**config.mk**
```make
export PLATFORM = sky130hd
export DESIGN_NAME = uart_tx_cfg
export DESIGN_NICKNAME = d
export VERILOG_FILES = /design/src/rtl/uart_pkg.sv /design/src/rtl/uart_baud_cnt.sv /design/src/rtl/uart_tx_cfg.sv
export SDC_FILE = /design/constraint.sdc
export NUM_CORES = 1
export LEC_CHECK = 0
export CAP_MARGIN = 30
export CELL_PAD_IN_SITES_DETAIL_PLACEMENT = 0
export CELL_PAD_IN_SITES_GLOBAL_PLACEMENT = 1
export CORE_MARGIN = 2
export CORE_UTILIZATION = 35
export CTS_CLUSTER_DIAMETER = 150
export DETAILED_ROUTE_END_ITERATION = 10
export PLACE_DENSITY = 0.74
export SYNTH_ARGS = -nofsm -noshare
export SYNTH_HDL_FRONTEND = slang
export SYNTH_SLANG_ARGS = --single-unit
```
**constraint.sdc**
```tcl
create_clock -name clk -period 1.85 [get_ports clk]
set_clock_uncertainty 0.15 [all_clocks]
set_input_delay 0.37 -clock clk [delete_from_list [all_inputs] [get_ports clk]]
set_output_delay 0.37 -clock clk [all_outputs]
set_load 0.05 [all_outputs]
```
**src/rtl/uart_pkg.sv**
```systemverilog
`default_nettype none
// ============================================================================
// Module   : uart_pkg
// Desc     : Shared types for the configurable UART transmitter.
// Revision : 1.0 - initial release
// ============================================================================
package uart_pkg;

  typedef enum logic [1:0] {
    PAR_NONE = 2'd0,
    PAR_EVEN = 2'd1,
    PAR_ODD  = 2'd2
  } parity_e;

  typedef enum logic [2:0] {
    ST_IDLE   = 3'd0,
    ST_START  = 3'd1,
    ST_DATA   = 3'd2,
    ST_PARITY = 3'd3,
    ST_STOP   = 3'd4
  } state_e;

  // data_xor is the reduction XOR of the payload; odd parity inverts it.
  function automatic logic parity_bit(input parity_e mode, input logic data_xor);
    return data_xor ^ (mode == PAR_ODD);
  endfunction

endpackage
`default_nettype wire

```
**src/rtl/uart_baud_cnt.sv**
```systemverilog
`default_nettype none
// ============================================================================
// Module   : uart_baud_cnt
// Desc     : Bit-period counter; bit_end marks the last clk of each serial bit.
// Revision : 1.0 - initial release
// ============================================================================
module uart_baud_cnt #(
  parameter int CLKS_PER_BIT = 16
) (
  input  logic clk,
  input  logic rst,
  input  logic clr,
  output logic bit_end
);

  localparam int c_cnt_w = $clog2(CLKS_PER_BIT);
  localparam logic [c_cnt_w-1:0] c_last = c_cnt_w'(CLKS_PER_BIT - 1);

  logic [c_cnt_w-1:0] r_cnt;

  always_ff @(posedge clk) begin
    if (rst || clr) begin
      r_cnt <= '0;
    end else if (r_cnt == c_last) begin
      r_cnt <= '0;
    end else begin
      r_cnt <= r_cnt + c_cnt_w'(1);
    end
  end

  assign bit_end = (r_cnt == c_last);

endmodule
`default_nettype wire

```
**src/rtl/uart_tx_cfg.sv**
```systemverilog
`default_nettype none
// ============================================================================
// Module   : uart_tx_cfg
// Desc     : Parameterised UART transmitter (data width, parity, stop bits).
// Revision : 1.0 - initial release
// ============================================================================
module uart_tx_cfg
  import uart_pkg::*;
#(
  parameter int      DATA_W       = 8,
  parameter int      CLKS_PER_BIT = 16,
  parameter parity_e PARITY       = PAR_NONE,
  parameter int      STOP_BITS    = 1
) (
  input  logic              clk,
  input  logic              rst,
  input  logic              tx_valid,
  input  logic [DATA_W-1:0] tx_data,
  output logic              tx_ready,
  output logic              tx,
  output logic              tx_busy,
  output logic              tx_done
);

  if ((DATA_W < 5) || (DATA_W > 16)) begin : g_bad_data_w
    $error("uart_tx_cfg: DATA_W must be in 5..16");
  end
  if (CLKS_PER_BIT < 2) begin : g_bad_clks_per_bit
    $error("uart_tx_cfg: CLKS_PER_BIT must be at least 2");
  end
  if ((PARITY != PAR_NONE) && (PARITY != PAR_EVEN) && (PARITY != PAR_ODD)) begin : g_bad_parity
    $error("uart_tx_cfg: PARITY must be PAR_NONE, PAR_EVEN or PAR_ODD");
  end
  if ((STOP_BITS != 1) && (STOP_BITS != 2)) begin : g_bad_stop_bits
    $error("uart_tx_cfg: STOP_BITS must be 1 or 2");
  end

  localparam int c_idx_w = $clog2(DATA_W);
  localparam logic [c_idx_w-1:0] c_data_last = c_idx_w'(DATA_W - 1);
  localparam logic [c_idx_w-1:0] c_stop_last = c_idx_w'(STOP_BITS - 1);
  localparam logic c_par_en = (PARITY != PAR_NONE);

  state_e              r_state;
  logic [DATA_W-1:0]   r_shift;
  logic [c_idx_w-1:0]  r_bit_idx;
  logic                r_par;
  logic                r_tx;

  logic w_handshake;
  logic w_bit_end;
  logic w_baud_clr;

  assign tx_ready    = (r_state == ST_IDLE) && !rst;
  assign w_handshake = tx_valid && tx_ready;
  // Holding the counter clear while idle aligns the first bit to the handshake.
  assign w_baud_clr  = w_handshake || (r_state == ST_IDLE);

  uart_baud_cnt #(
    .CLKS_PER_BIT(CLKS_PER_BIT)
  ) u_baud_cnt (
    .clk    (clk),
    .rst    (rst),
    .clr    (w_baud_clr),
    .bit_end(w_bit_end)
  );

  always_ff @(posedge clk) begin
    if (rst) begin
      r_state   <= ST_IDLE;
      r_tx      <= 1'b1;
      r_shift   <= '0;
      r_bit_idx <= '0;
      r_par     <= 1'b0;
    end else begin
      case (r_state)
        ST_IDLE: begin
          r_tx <= 1'b1;
          if (w_handshake) begin
            r_shift   <= tx_data;
            r_par     <= parity_bit(PARITY, ^tx_data);
            r_bit_idx <= '0;
            r_tx      <= 1'b0;
            r_state   <= ST_START;
          end
        end
        ST_START: begin
          if (w_bit_end) begin
            r_tx    <= r_shift[0];
            r_state <= ST_DATA;
          end
        end
        ST_DATA: begin
          if (w_bit_end) begin
            if (r_bit_idx == c_data_last) begin
              r_bit_idx <= '0;
              if (c_par_en) begin
                r_tx    <= r_par;
                r_state <= ST_PARITY;
              end else begin
                r_tx    <= 1'b1;
                r_state <= ST_STOP;
              end
            end else begin
              r_bit_idx <= r_bit_idx + c_idx_w'(1);
              r_shift   <= r_shift >> 1;
              r_tx      <= r_shift[1];
            end
          end
        end
        ST_PARITY: begin
          if (w_bit_end) begin
            r_tx    <= 1'b1;
            r_state <= ST_STOP;
          end
        end
        ST_STOP: begin
          r_tx <= 1'b1;
          if (w_bit_end) begin
            if (r_bit_idx == c_stop_last) begin
              r_bit_idx <= '0;
              r_state   <= ST_IDLE;
            end else begin
              r_bit_idx <= r_bit_idx + c_idx_w'(1);
            end
          end
        end
        default: begin
          r_tx    <= 1'b1;
          r_state <= ST_IDLE;
        end
      endcase
    end
  end

  assign tx      = r_tx;
  assign tx_busy = (r_state != ST_IDLE);
  // Marks the last clk of the final stop bit; a reset in that cycle cancels it.
  assign tx_done = !rst && (r_state == ST_STOP) && w_bit_end && (r_bit_idx == c_stop_last);

endmodule
`default_nettype wire

```
==> run_results.csv, run 1 <==
group,metric,value,unit
logic_synthesis,synth_compound_area_share,17.0,%
floorplanning,die_h,58.5,µm
drt,vias,1092,
logic_synthesis,synthSimpleGateAreaFrac,23.9,%
drt,drt_first_pass_iters,4,
drt,wl_per_cell,15.4,µm
global_route,antenna_found_initial,0,
sta,tns,-0.521,ns
sta,worst_slack,-0.142,ns
critical_path,required,1.94,ns
critical_path,critPathLaunchType,"register",
logic_synthesis,ys.flop_type,"dfxtp_1",
sta,hold_viol,0,
floorplanning,boundaryPins,15,
floorplanning,dieArea,3420,µm²
logic_synthesis,ys_warn_count,0,
placed_design,pre_cts_ws,-0.178,ns
sta,drv_slew,0,
floorplanning,die_w,58.5,µm
sta,finalCriticalPeriod,1.99,ns
sta,setup_violations,8,
critical_path,slowest_delay,0.49,ns
pwr,internal_power,636,µW
cts,clock_latency,0.30,ns
run,maxCapViolCount,0,
cells_and_area,insertedDiodeCount,0,
sta,post-route-period-util,108,%
sta,rsz0062_at_grt,"yes",
logic_synthesis,synth-adder-area-share,6.02,%
cts,clk_path_buf_depth,2,
cells_and_area,final_util,65.6,%
pwr,power.leakage,0.705,nW
logic_synthesis,synth_top_family_by_area,"simple AND/OR/NAND/NOR gates",
pwr,p_clk_share,23.5,%
sta,clock.fmax,0.502,GHz
critical_path,crit_type,"reg2reg",
drt,drcViolationCount,0,
logic_synthesis,ys_types,32,
critical_path,crit_chain,"inv_2, ha_4, nor2b_4, buf_4, buf_6, o22a_1, or4_4, a21oi_2",
pwr,power_frac_comb,27.4,%
floorplanning,initial_core_util,37.4,%
drt,final_antenna_net_count,0,
pwr,power.total,912,µW
logic_synthesis,syn_area,1040,µm²
cts,root_buffer,"clkbuf_4",
logic_synthesis,synth-edff-count,0,
logic_synthesis,synth_seq_cells,19,
sta,hold_ws,0.323,ns
critical_path,worst_ep_arrival_time,2.08,ns
placed_design,portBuffers,14,
critical_path,cp_top_family,"simple AND/OR/NAND/NOR gates",
cells_and_area,drive_gt1_share,49.4,%
floorplanning,num_rows,19,
cells_and_area,syn2layout_area_growth,75.6,%
global_route,grt_max_degree,16,
pwr,p_sw_share,30.3,%
logic_synthesis,syn_nets,136,
pwr,seqPwrFrac,49.0,%
global_route,grt_pass1_wl,4.69,mm
sta,slew_headroom,61.8,%
drt,vias_per_cell,5.43,
sta,worstMarginPinSlew,0.572,ns
logic_synthesis,postSynthCellCount,120,
global_route,overflow,0,
critical_path,end_kind,"register",
floorplanning,fp.coreArea,2780,µm²
cts,cts_tree,"built",
critical_path,crit_buf_inv,3,
cts,htree_levels,1,
critical_path,cp_slowest_cell,"or4_4",
pwr,vdd_drop_max,0.436,mV
logic_synthesis,async_reset_ff_share,0,%
placed_design,routabilityCongestion,0.771,
logic_synthesis,syn_area_per_cell,8.66,µm²
global_route,grt_usage,17.8,%
cts,clk_pin_slew_worst_paths,0.11,ns
pwr,power_density,500,nW/µm²
logic_synthesis,synth_seq_area_share,36.6,%
drt,routed_wirelength,3.10,mm
cts,cts_hold_buf,0,
cells_and_area,layout.nets,187,
hold_path,hold_path_class,"reg2reg",
drt,first_iter_violations,49,
logic_synthesis,synth_xor_area_share,0.842,%
critical_path,crit_fanout,4,
cts,cts_buffers,3,
placed_design,hpwl,1.89,mm
logic_synthesis,synthMuxAreaShare,10.6,%
status,status,"complete, but fails checks",
status,violations,"negative setup slack",
pwr,p_switching,276,µW
cts,clock_sinks,19,
global_route,grt_pass1_vias,994,
cell families (layout without fill, tap and decap cells):
| logic type | after synthesis | after routing |
|---|---|---|
| XOR/XNOR | 1 | 1 |
| AO/OA/AOI/OAI | 25 | 26 |
| multiplexers | 11 | 11 |
| flip-flops | 19 | 19 |
| adder cells (fa/ha/maj) | 5 | 5 |
| buffers and inverters | 12 | 61 |
| AND/OR/NAND/NOR | 47 | 47 |
worst paths after layout:
check / to / slack [ns] / startpoint / cells after the start
worst min-delay path: u_baud_cnt.r_cnt[0] / 0.32 / u_baud_cnt.r_cnt[0] / 1
worst max-delay path: r_bit_idx[0] / -0.14 / r_bit_idx[0] / 8
worst max register to register: r_bit_idx[0] / -0.14 / r_bit_idx[0] / 8
worst min register to register: u_baud_cnt.r_cnt[0] / 0.32 / u_baud_cnt.r_cnt[0] / 1
registers in the layout, summed over array words and instances (netlist names):
name	flops
r_state	3
u_baud_cnt.r_cnt	4
r_bit_idx	3
tx	1
r_shift	8
worst register-to-register path, cell delays in order, from the launching register on:
cell,delay (ns)
dfxtp_4,0.38
inv_2,0.05
ha_4,0.15
nor2b_4,0.13
buf_4,0.15
buf_6,0.11
o22a_1,0.20
or4_4,0.49
a21oi_2,0.13
what timing repair did:
| action | in CTS | in global routing |
|---|---|---|
| cloned | 1 | 0 |
| pin swaps | 8 | 15 |
| buffers inserted | 5 | 13 |
| resized for setup | 22 | 37 |
| setup endpoints to repair | 12 | 14 |
layout make-up:
cell class	count	area, µm²
fillers	228	956
multi-input cells	90	855
repair buffers	53	488
flip-flops and latches	19	402
well taps	31	38.8
clock buffers	3	22.5
inverters	4	15.0
clock inverters	1	5.00
through the flow:
| stage | cells | cell area [µm²] |
|---|---|---|
| 3_5_place_dp | 178 | 1400 |
| 3_3_place_gp | 178 | 1400 |
| 2_1_floorplan | 120 | 1090 |
| 4_1_cts | 188 | 1540 |
| 5_1_grt | 201 | 1830 |
| 6_report | 201 | 1830 |
routing by layer:
layer / vias to the layer above / GRT usage [%] / part of all wire (%)
met2: 20 / 29.2 / 48
li1: 543 / - / -
met3: 6 / 3.96 / 2.5
met5: - / 0 / 0
met1: 523 / 24.2 / 49
met4: 0 / 2.99 / 1.3
Yosys cell counts, types with 2 or more instances:
master,number,area [µm²]
a21oi_1,6,30.0
mux2i_1,11,110
dfxtp_1,19,380
o21ai_0,3,15.0
inv_1,4,15.0
nand3b_1,2,15.0
nor2b_1,2,12.5
nor3_1,6,30.0
ha_1,5,62.6
a211oi_1,8,60.1
buf_2,3,15.0
nor3b_1,2,15.0
nor4b_1,2,17.5
nand2_1,3,11.3
clkbuf_1,3,11.3
o32ai_1,2,17.5
nand3_1,4,20.0
nor4_1,2,12.5
nor2_1,16,60.1
nand2b_1,5,31.3
cells in the final DEF (no fill, tap or decap), types with 4 or more instances in the layout:
cell,instances
ha_4,5
clkdlybuf4s50_1,9
buf_6,11
buf_4,30
nor2_1,13
dfxtp_4,5
nand2b_1,5
nor3_1,4
a21oi_1,5
mux2i_1,11
a211oi_2,6
dfxtp_1,12
power by group through the flow:
stage | Clock [mW] | Sequential (mW) | Combinational, mW
after floorplan | 0 | 0.455 | 0.105
after global placement | 0 | 0.456 | 0.185
after detailed placement | 0 | 0.457 | 0.190
after CTS | 0.221 | 0.448 | 0.202
after global routing | 0.240 | 0.449 | 0.269
final | 0.215 | 0.447 | 0.250
No activity file was read; power rests on OpenSTA's default activity.
==> run 2: changes to the inputs <==
--- a/config.mk
+++ b/config.mk
@@ -9,10 +9,10 @@
 export CELL_PAD_IN_SITES_DETAIL_PLACEMENT = 0
 export CELL_PAD_IN_SITES_GLOBAL_PLACEMENT = 1
 export CORE_MARGIN = 2
-export CORE_UTILIZATION = 35
+export CORE_UTILIZATION = 39
 export CTS_CLUSTER_DIAMETER = 150
 export DETAILED_ROUTE_END_ITERATION = 10
-export PLACE_DENSITY = 0.74
+export PLACE_DENSITY = 0.78
 export SYNTH_ARGS = -nofsm -noshare
 export SYNTH_HDL_FRONTEND = slang
 export SYNTH_SLANG_ARGS = --single-unit
==> constraint.sdc (replaced) <==
create_clock -name clk -period 2.01 [get_ports clk]
set_clock_uncertainty 0.15 [all_clocks]
set_input_delay 0.402 -clock clk [delete_from_list [all_inputs] [get_ports clk]]
set_output_delay 0.402 -clock clk [all_outputs]
set_load 0.05 [all_outputs]
==> run_results.csv, run 2 (synthesis gave the netlist of run 1 again) <==
group,metric,value,unit
status,status,"finished, final reports clean",
sta,tns,0,ns
pwr,vdd_drop_max,0.410,mV
drt,wl_per_cell,13.7,µm
pwr,seqPwrFrac,52.2,%
pwr,power_density,521,nW/µm²
sta,hold_viol,0,
cts,clock_sinks,19,
cells_and_area,reg_top3,"r_shift x8, u_baud_cnt.r_cnt x4",
cells_and_area,layout.nets,169,
cells_and_area,insertedDiodeCount,0,
critical_path,required,1.46,ns
hold_path,hold_path_class,"reg2reg",
cts,clk_path_buf_depth,2,
sta,clock.fmax,0.503,GHz
critical_path,crit_type,"reg2out",
cts,root_buffer,"clkbuf_4",
critical_path,worst_ep_arrival_time,1.43,ns
placed_design,hpwl,1.73,mm
pwr,p_clk_share,24.2,%
global_route,overflow,0,
cells_and_area,drive_gt1_share,30.9,%
global_route,grt_pass1_vias,968,
cells_and_area,regMostFlops,"r_shift",
placed_design,dp.cells,170,
pwr,power.total,780,µW
cts,clock_latency,0.29,ns
floorplanning,dieArea,3100,µm²
global_route,grt_usage,15.8,%
critical_path,end_kind,"primary output",
drt,routed_wirelength,2.50,mm
floorplanning,die_w,55.6,µm
placed_design,routabilityCongestion,0.777,
cells_and_area,final_common_cell,"buf_4",
placed_design,portBuffers,14,
run,maxCapViolCount,0,
cts,htree_levels,1,
sta,slew_headroom,76.0,%
drt,first_iter_violations,18,
cts,cts_tree,"built",
sta,worstMarginPinSlew,0.360,ns
drt,drcViolationCount,0,
pwr,power_frac_comb,23.6,%
floorplanning,fp.coreArea,2500,µm²
sta,finalCriticalPeriod,1.99,ns
pwr,p_sw_share,28.1,%
critical_path,critPathLaunchType,"register",
cells_and_area,syn2layout_area_growth,43.9,%
critical_path,crit_fanout,3,
pwr,p_switching,219,µW
sta,rsz0062_at_grt,"yes",
floorplanning,num_rows,18,
global_route,grt_max_degree,16,
drt,drt_first_pass_iters,4,
sta,hold_ws,0.355,ns
floorplanning,boundaryPins,15,
cells_and_area,largest_register_ffs,8,
cells_and_area,layoutNonFillerInstCount,182,
drt,vias_per_cell,5.43,
drt,final_antenna_net_count,0,
cells_and_area,final_util,59.9,%
sta,setup_violations,0,
sta,post-route-period-util,98.8,%
floorplanning,die_h,55.6,µm
cells_and_area,final_cell_mix,"buf_4, nor2_1, dfxtp_1, mux2i_1, clkdlybuf4s50_1",
pwr,power.leakage,0.597,nW
pwr,internal_power,561,µW
floorplanning,initial_core_util,41.6,%
cts,clk_pin_slew_worst_paths,0.10,ns
sta,drv_slew,0,
global_route,grt_pass1_wl,3.95,mm
cts,cts_buffers,3,
global_route,antenna_found_initial,0,
drt,vias,989,
-- run 2: cell types whose count changed in the layout (fill, tap and decap cells not counted), moves of 2 or more --
| cell | previous run | this run |
|---|---|---|
| nor2_1 | 13 | 15 |
| a211oi_1 | 2 | 8 |
| buf_6 | 11 | 0 |
| o32ai_1 | 0 | 2 |
| o32ai_4 | 2 | 0 |
| a211oi_2 | 6 | 0 |
| nor2_2 | 3 | 0 |
| dfxtp_2 | 2 | 5 |
| buf_4 | 30 | 23 |
| ha_4 | 5 | 2 |
| dfxtp_4 | 5 | 0 |
| dfxtp_1 | 12 | 14 |
| ha_1 | 0 | 3 |
-- run 2: final timing paths --
check / from / endpoint / slack [ns] / depth (start not counted)
worst max-delay path: r_bit_idx[0] / tx_done / 0.02 / 6
worst min-delay path: r_shift[6] / r_shift[6] / 0.35 / 2
worst max register to register: r_bit_idx[1] / r_shift[1] / 0.08 / 7
worst min register to register: r_shift[6] / r_shift[6] / 0.35 / 2
-- run 2: power groups by stage --
| stage | registers (mW) | clock network [mW] | logic [mW] |
|---|---|---|---|
| 2_1_floorplan | 0.417 | 0 | 0.0963 |
| 3_3_place_gp | 0.414 | 0 | 0.165 |
| 3_5_place_dp | 0.415 | 0 | 0.169 |
| 4_1_cts | 0.407 | 0.197 | 0.176 |
| 5_1_grt | 0.409 | 0.212 | 0.198 |
| 6_report | 0.407 | 0.189 | 0.184 |
-- run 2: repair_timing --
action                     CTS  global route
resized for setup           17             6
hold buffers                 0             0
pin swaps                    3             5
hold endpoints to repair     0             0
cloned                       0             1
setup endpoints to repair    1            11
setup buffers                4             3
-- run 2: area by class of cell --
class	count	area (µm²)
Timing Repair Buffer	35	315
Sequential cell	19	387
Fill cell	232	1000
Tap cell	30	37.5
Clock buffer	4	26.3
Multi-Input combinational cell	90	716
Inverter	4	15.0
-- run 2: per-layer routing --
| metal | vias to the layer above | GRT usage, % | share of wire (%) |
|---|---|---|---|
| li1 | 506 | - | - |
| met1 | 465 | 18.5 | 44 |
| met2 | 16 | 28.9 | 52 |
| met3 | 2 | 2.56 | 3.6 |
| met4 | 0 | 5.23 | 0.52 |
| met5 | - | 0 | 0 |
-- run 2: metrics by stage --
| stage | cell area, µm² | setup WS [ns] |
|---|---|---|
| floorplan | 1070 | 0.0932 |
| global placement | 1330 | -0.0243 |
| detailed placement | 1330 | -0.0389 |
| CTS | 1440 | -0.0493 |
| global route | 1500 | -0.0650 |
| finish | 1500 | 0.0238 |
-- run 2: worst max-delay path: stages, from the launching register on --
cell	delay, ns
dfxtp_2	0.35
inv_2	0.07
ha_4	0.12
nor2b_4	0.17
nand3_2	0.10
nor3_4	0.18
buf_12	0.17
